===== config.mk =====
export PLATFORM = sky130hd
export DESIGN_NAME = spi_master
export DESIGN_NICKNAME = d
export VERILOG_FILES = /design/src/rtl/spi_master.sv
export SDC_FILE = /design/constraint.sdc
export NUM_CORES = 1
export LEC_CHECK = 0
export CELL_PAD_IN_SITES_DETAIL_PLACEMENT = 0
export CELL_PAD_IN_SITES_GLOBAL_PLACEMENT = 1
export CORE_MARGIN = 2
export CORE_UTILIZATION = 46
export DETAILED_ROUTE_END_ITERATION = 8
export GPL_TIMING_DRIVEN = 0
export PLACE_DENSITY = 0.93
export SYNTH_ARGS = -nofsm -noshare
export SYNTH_HDL_FRONTEND = slang
export SYNTH_SLANG_ARGS = --single-unit

===== constraint.sdc =====
create_clock -name clk -period 31.3 [get_ports clk]
set_input_delay 4.695 -clock clk [delete_from_list [all_inputs] [get_ports clk]]
set_output_delay 4.695 -clock clk [all_outputs]
set_load 0.05 [all_outputs]

===== src/rtl/spi_master.sv =====
// rtl/spi_master.sv - SPI mode-0 initiator issuing {we, addr} + DSZ-bit register frames
module spi_master #(
  parameter int DSZ     = 96,
  parameter int CLK_DIV = 4
) (
  input  logic           clk,
  input  logic           reset,
  input  logic           start,
  input  logic           we,
  input  logic [6:0]     addr,
  input  logic [DSZ-1:0] wdat,
  output logic [DSZ-1:0] rdat,
  output logic           busy,
  output logic           done,
  output logic           spi_clk,
  output logic           spi_mosi,
  input  logic           spi_miso,
  output logic           spi_ss
);

  localparam int N  = 8 + DSZ;
  localparam int BW = $clog2(N + 1);
  localparam int DW = $clog2(2 * CLK_DIV);

  localparam logic [DW-1:0] H_LAST = DW'(CLK_DIV - 1);
  localparam logic [DW-1:0] G_LAST = DW'(2 * CLK_DIV - 1);
  localparam logic [BW-1:0] N_LAST = BW'(N - 1);

  typedef enum logic [1:0] {IDLE, SHIFT, HOLD, GAP} state_t;

  state_t         state;
  logic [DW-1:0]  div;
  logic [BW-1:0]  bit_cnt;
  logic [N-2:0]   sreg;
  logic [DSZ-1:0] cap;
  logic           we_q;
  logic           miso_m;
  logic           miso_s;

  always_ff @(posedge clk or posedge reset) begin
    if (reset) begin
      miso_m <= 1'b0;
      miso_s <= 1'b0;
    end else begin
      miso_m <= spi_miso;
      miso_s <= miso_m;
    end
  end

  // sreg holds the bits still to go after the one on spi_mosi; cap keeps only
  // the last DSZ bits, so the command-byte bits fall off the top.
  always_ff @(posedge clk or posedge reset) begin
    if (reset) begin
      state    <= IDLE;
      div      <= '0;
      bit_cnt  <= '0;
      sreg     <= '0;
      cap      <= '0;
      we_q     <= 1'b0;
      rdat     <= '0;
      busy     <= 1'b0;
      done     <= 1'b0;
      spi_clk  <= 1'b0;
      spi_mosi <= 1'b0;
      spi_ss   <= 1'b1;
    end else begin
      done <= 1'b0;
      case (state)
        IDLE: begin
          if (start) begin
            state    <= SHIFT;
            sreg     <= {addr, wdat};
            we_q     <= we;
            spi_mosi <= we;
            spi_ss   <= 1'b0;
            busy     <= 1'b1;
            div      <= '0;
            bit_cnt  <= '0;
          end
        end
        SHIFT: begin
          if (div == H_LAST) begin
            div     <= '0;
            spi_clk <= ~spi_clk;
            if (spi_clk) begin
              sreg    <= {sreg[N-3:0], 1'b0};
              cap     <= {cap[DSZ-2:0], miso_s};
              bit_cnt <= bit_cnt + BW'(1);
              if (bit_cnt == N_LAST) begin
                state    <= HOLD;
                spi_mosi <= 1'b0;
              end else begin
                spi_mosi <= sreg[N-2];
              end
            end
          end else begin
            div <= div + DW'(1);
          end
        end
        HOLD: begin
          if (div == H_LAST) begin
            div    <= '0;
            state  <= GAP;
            spi_ss <= 1'b1;
            done   <= 1'b1;
            if (!we_q) rdat <= cap;
          end else begin
            div <= div + DW'(1);
          end
        end
        GAP: begin
          if (div == G_LAST) begin
            div   <= '0;
            state <= IDLE;
            busy  <= 1'b0;
          end else begin
            div <= div + DW'(1);
          end
        end
        default: state <= IDLE;
      endcase
    end
  end

endmodule


**Word level (Yosys, flattened, before mapping)**

Cells that the tools add are included.

- Register bits: 315
- Bits in latches: 0
- RAM bits: 0
- ROM bits: 0
- Output and inout port bits: 101
- Logic and storage cells: 75
- Memories: 0

- Add/subtract/negate cells: 2
- $mul: 0
- Div/mod/pow operators: 0
- Order comparisons: 0
- Equal/unequal tests: 12
- Shifts and indexed selects: 0
- Mux-type cells: 32
- Bitwise operators: 2
- Reduce and logical (&&, ||, !) cells: 13

Operators with widths:

| operator | count |
|---|---|
| $mux W103 | 3 |
| $pmux W103 S2 | 1 |
| $mux W7 | 3 |
| $pmux W7 S2 | 1 |
| $mux W2 | 6 |
| $ne A2 B2 Y1 const B | 6 |
| $reduce_and A3 Y1 | 4 |
| $mux W1 | 10 |
| $mux W3 | 3 |
| $pmux W3 S3 | 1 |
| $pmux W2 S4 | 1 |
| $add A7 B1 Y7 const B | 1 |
| $eq A7 B7 Y1 const B | 1 |
| $pmux W1 S2 | 3 |
| $reduce_and A6 Y1 | 1 |
| $reduce_bool A2 Y1 | 3 |
| $eq A2 B2 Y1 const B | 2 |
| $reduce_and A2 Y1 | 2 |
| $reduce_and A4 Y1 | 1 |
| $add A3 B1 Y3 const B | 1 |
| $eq A3 B2 Y1 const B | 1 |
| $eq A3 B3 Y1 const B | 1 |
| $eq A2 B1 Y1 const B | 1 |
| $logic_not A2 Y1 | 1 |
| 2 further kinds | 3 |

**Longest topological paths before layout**

- Depth after elaboration: 5
- Mapped depth: 11

**Worst setup path before layout**

No wires, ideal clock.

- Kind: input-to-reg
- Start: input start
- End: register bit_cnt[5]
- Arrival time: 5.855 ns
- Setup slack: 25.368 ns
- Cell stages on the path: 6
- Buffers on the path: 2
- Path through: mux2i_2 -> or2_1 -> buf_6 -> buf_6 -> or4_1 -> a21oi_1

- Word-level cells in the longest chain between the ends: 2

RTL lines:

| what | line | RTL |
|---|---|---|
| start: declaration | 8 | `input logic start,` |
| $ne A2 B2 Y1 (no line) | n/a |  |
| $reduce_and A4 Y1 (no line) | n/a |  |
| end signal: assignment | 88 | `bit_cnt <= bit_cnt + BW'(1);` |
| end: declaration | 33 | `logic [BW-1:0] bit_cnt;` |

No other way between the ends.
A chain may end at the register's enable or synchronous reset.

**Final worst setup path**

- Start: register spi_ss
- End: output spi_ss

RTL lines:

| what | line | RTL |
|---|---|---|
| start: declaration | 18 | `output logic spi_ss` |
| start signal: assignment | 65 | `spi_ss <= 1'b1;` |
| start signal: assignment | 75 | `spi_ss <= 1'b0;` |
| start signal: assignment | 104 | `spi_ss <= 1'b1;` |

No word-level cell between the ends.

==> results.json <==
{
  "status": "finished, final reports clean",
  "gp_congestion": 0.762,
  "crit_fanout": 3,
  "cts_setup_buffers": 0,
  "avgSynthCellArea_um2": 13.4,
  "antenna_found_initial": 0,
  "start_util": 0.464,
  "max_stage_delay_ps": 810,
  "holdPathStages": 0,
  "n_antenna_cell": 0,
  "wire_per_inst_um": 16.7,
  "cts_sinks": 315,
  "reg2reg_from": "div[0]",
  "grt_max_degree": 135,
  "cts_tree": "built",
  "setup.worst_path.end_class": "primary output",
  "grt_pass1_wl_mm": 43.7,
  "drive_above_1_share": 0.221,
  "synth_cells": 957,
  "skew_ps": 12.2,
  "grt_pass1_vias": 8458,
  "cp.arrival_ps": 1850,
  "htreeDepth": 2,
  "die_w_um": 171,
  "nNetsFinal": 1322,
  "synth_cell_types": 36,
  "viasPerCell": 4.98,
  "post-route-min-period_ps": 6540,
  "grt_usage": 0.187,
  "drc": 0,
  "path_cells": "clkdlybuf4s50_1",
  "cts_buffer_depth": 3,
  "cp.depth": 1,
  "rr_worst_depth": 8,
  "critical_path_class": "register to primary output",
  "grt.overflow.total": 0,
  "dieArea_mm2": 0.0291,
  "maxCapViolCount": 0,
  "clkTransAtPathRegs_ps": 60,
  "setup_tns_ps": 0,
  "hpwl_mm": 17.9,
  "yosysWarnings": 0,
  "synth.ff_latch_count": 315,
  "syn_nets": 1075,
  "crit_end": "spi_ss",
  "tightest_slew_ps": 730,
  "min_from": "miso_m",
  "hold_buffers": 0,
  "drt-total-wl_mm": 26.9,
  "first_pass_iters": 4,
  "cts_root_buffer": "clkbuf_16",
  "worstSkewPairLatency_ps": 510,
  "p_leak_nw": 7.82,
  "io_buffers": 208,
  "core_mm2": 0.0276,
  "power_per_cell_area_mw_per_mm2": 75.3,
  "cts_resized": 0,
  "rows": 61,
  "fmaxAchievable_mhz": 153,
  "ant_nets": 0,
  "reg2reg_slack_ps": 28390,
  "slowest_stage": "clkdlybuf4s50_1",
  "min_path_type": "register to register",
  "drtIter0Drc": 525,
  "setup_violations": 0,
  "hold_violations": 0,
  "path_buf_inv": 1,
  "rr_endpoint": "rdat[89]",
  "syn_to_final_growth_pct": 29.9,
  "min_period_over_period": 0.209,
  "netlist_area_mm2": 0.0128,
  "cts_made_buffers": 35,
  "ios": 209,
  "drv_slew": 0,
  "rsz0062_at_grt": "false",
  "ir_worst_vdd_mv": 0.0460,
  "cp.required_ps": 26610,
  "slew_headroom": 0.514,
  "startpoint": "spi_ss",
  "via_count": 8000,
  "power_w": 0.00125,
  "seq_area_frac_synth": 0.617,
  "cp_top_family": "buffers and inverters",
  "start_kind": "register",
  "die-height_um": 171
}
## metal layers
| metal | wire length (µm) | GRT usage |
|---|---|---|
| met1 | 11400 | 0.237 |
| met2 | 12300 | 0.301 |
| met3 | 2570 | 0.0710 |
| met4 | 519 | 0.0483 |
| met5 | 0 | 0 |
## cell families (layout without fill, tap and decap cells)
kind of cell	after synthesis	in the layout	share of synthesized area
AOI/OAI and AO/OA	123	123	0.0504
muxes	298	298	0.253
buffers and inverters	67	338	0.0230
adders and majority gates	10	10	0.00979
DFF	315	315	0.617
and+or+nand+nor	139	139	0.0437
xor gates and xnor gates	5	5	0.00343
## through the flow
stage	utilization	hold slack, ps	instance area, µm²	std cells	worst slack (ps)
4_1_cts	0.602	350	16600	1606	24720
6_report	0.602	356	16600	1606	24760
5_1_grt	0.602	359	16600	1606	24710
2_1_floorplan	-	331	12800	957	17890
3_5_place_dp	0.559	337	15400	1545	24410
3_3_place_gp	0.556	335	15300	1543	14250
## area by class of cell
cell class / instances / area, µm²
Buffer: 58 / 260
Fill cell: 2202 / 11000
Multi-Input combinational cell: 575 / 4600
Sequential cell: 315 / 7880
Clock buffer: 50 / 1030
Clock inverter: 11 / 165
Inverter: 9 / 41.3
Timing Repair Buffer: 210 / 2140
Tap cell: 378 / 473
## Yosys cell counts
master | count | area [µm²]
dfrtp_1 | 314 | 7860
mux2_2 | 193 | 2170
nand2_1 | 114 | 428
mux2i_1 | 104 | 1040
o21ai_0 | 99 | 495
clkbuf_1 | 31 | 116
buf_2 | 16 | 80.1
o21ai_1 | 11 | 55.1
ha_1 | 10 | 125
inv_1 | 9 | 33.8
buf_1 | 8 | 30.0
nor2_1 | 8 | 30.0
nand3_1 | 5 | 25.0
xnor2_1 | 5 | 43.8
a21oi_1 | 3 | 15.0
buf_6 | 3 | 33.8
a22o_1 | 2 | 17.5
nand2b_1 | 2 | 12.5
nor2b_1 | 2 | 12.5
nor3_1 | 2 | 10.0
a21boi_1 | 1 | 7.51
a22oi_1 | 1 | 7.51
a2bb2oi_1 | 1 | 8.76
a31oi_1 | 1 | 6.26
a32oi_1 | 1 | 8.76
and2_1 | 1 | 6.26
dfstp_2 | 1 | 26.3
mux2i_2 | 1 | 13.8
nor3b_1 | 1 | 7.51
nor4_1 | 1 | 6.26
o22ai_1 | 1 | 6.26
o31ai_1 | 1 | 7.51
o41ai_1 | 1 | 8.76
or2_1 | 1 | 6.26
or3_1 | 1 | 6.26
or4_1 | 1 | 7.51
## power breakdown
group | switching, W | internal, W
combinational | 0.000183 | 0.000131
clock | 0.000162 | 0.000256
sequential | 0.0000367 | 0.000481
total | 0.000382 | 0.000868
## worst min-delay path by stage
stage | endpoint | slack (ps)
2_1_floorplan | miso_s | 330
3_3_place_gp | miso_s | 340
3_5_place_dp | miso_s | 340
4_1_cts | miso_s | 350
5_1_grt | miso_s | 360
6_report | miso_s | 360
## cell usage in the layout, fill, tap and decap left out, types with 2 or more instances in the layout
| cell | n |
|---|---|
| clkbuf_16 | 36 |
| nor3_1 | 2 |
| clkbuf_1 | 37 |
| o21ai_1 | 11 |
| buf_16 | 2 |
| mux2_2 | 193 |
| xnor2_1 | 5 |
| clkinv_2 | 2 |
| clkinvlp_4 | 2 |
| bufinv_16 | 3 |
| nor2b_1 | 2 |
| o21ai_0 | 99 |
| buf_1 | 8 |
| nor2_1 | 8 |
| a21oi_1 | 3 |
| nand2b_1 | 2 |
| a22o_1 | 2 |
| nand3_1 | 5 |
| mux2i_1 | 104 |
| clkbuf_8 | 8 |
| ha_1 | 10 |
| inv_1 | 8 |
| buf_6 | 3 |
| dfrtp_1 | 314 |
| nand2_1 | 114 |
| clkdlybuf4s50_1 | 208 |
| clkinv_8 | 2 |
| buf_2 | 16 |
## flip-flops by register name, summed over array words and instances (netlist names)
signal / flops
sreg: 103
miso_s: 1
bit_cnt: 7
state: 2
spi_clk: 1
we_q: 1
done: 1
cap: 96
busy: 1
rdat: 96
spi_ss: 1
miso_m: 1
div: 3
spi_mosi: 1
Note: power is estimated with default switching activity, not from simulation.
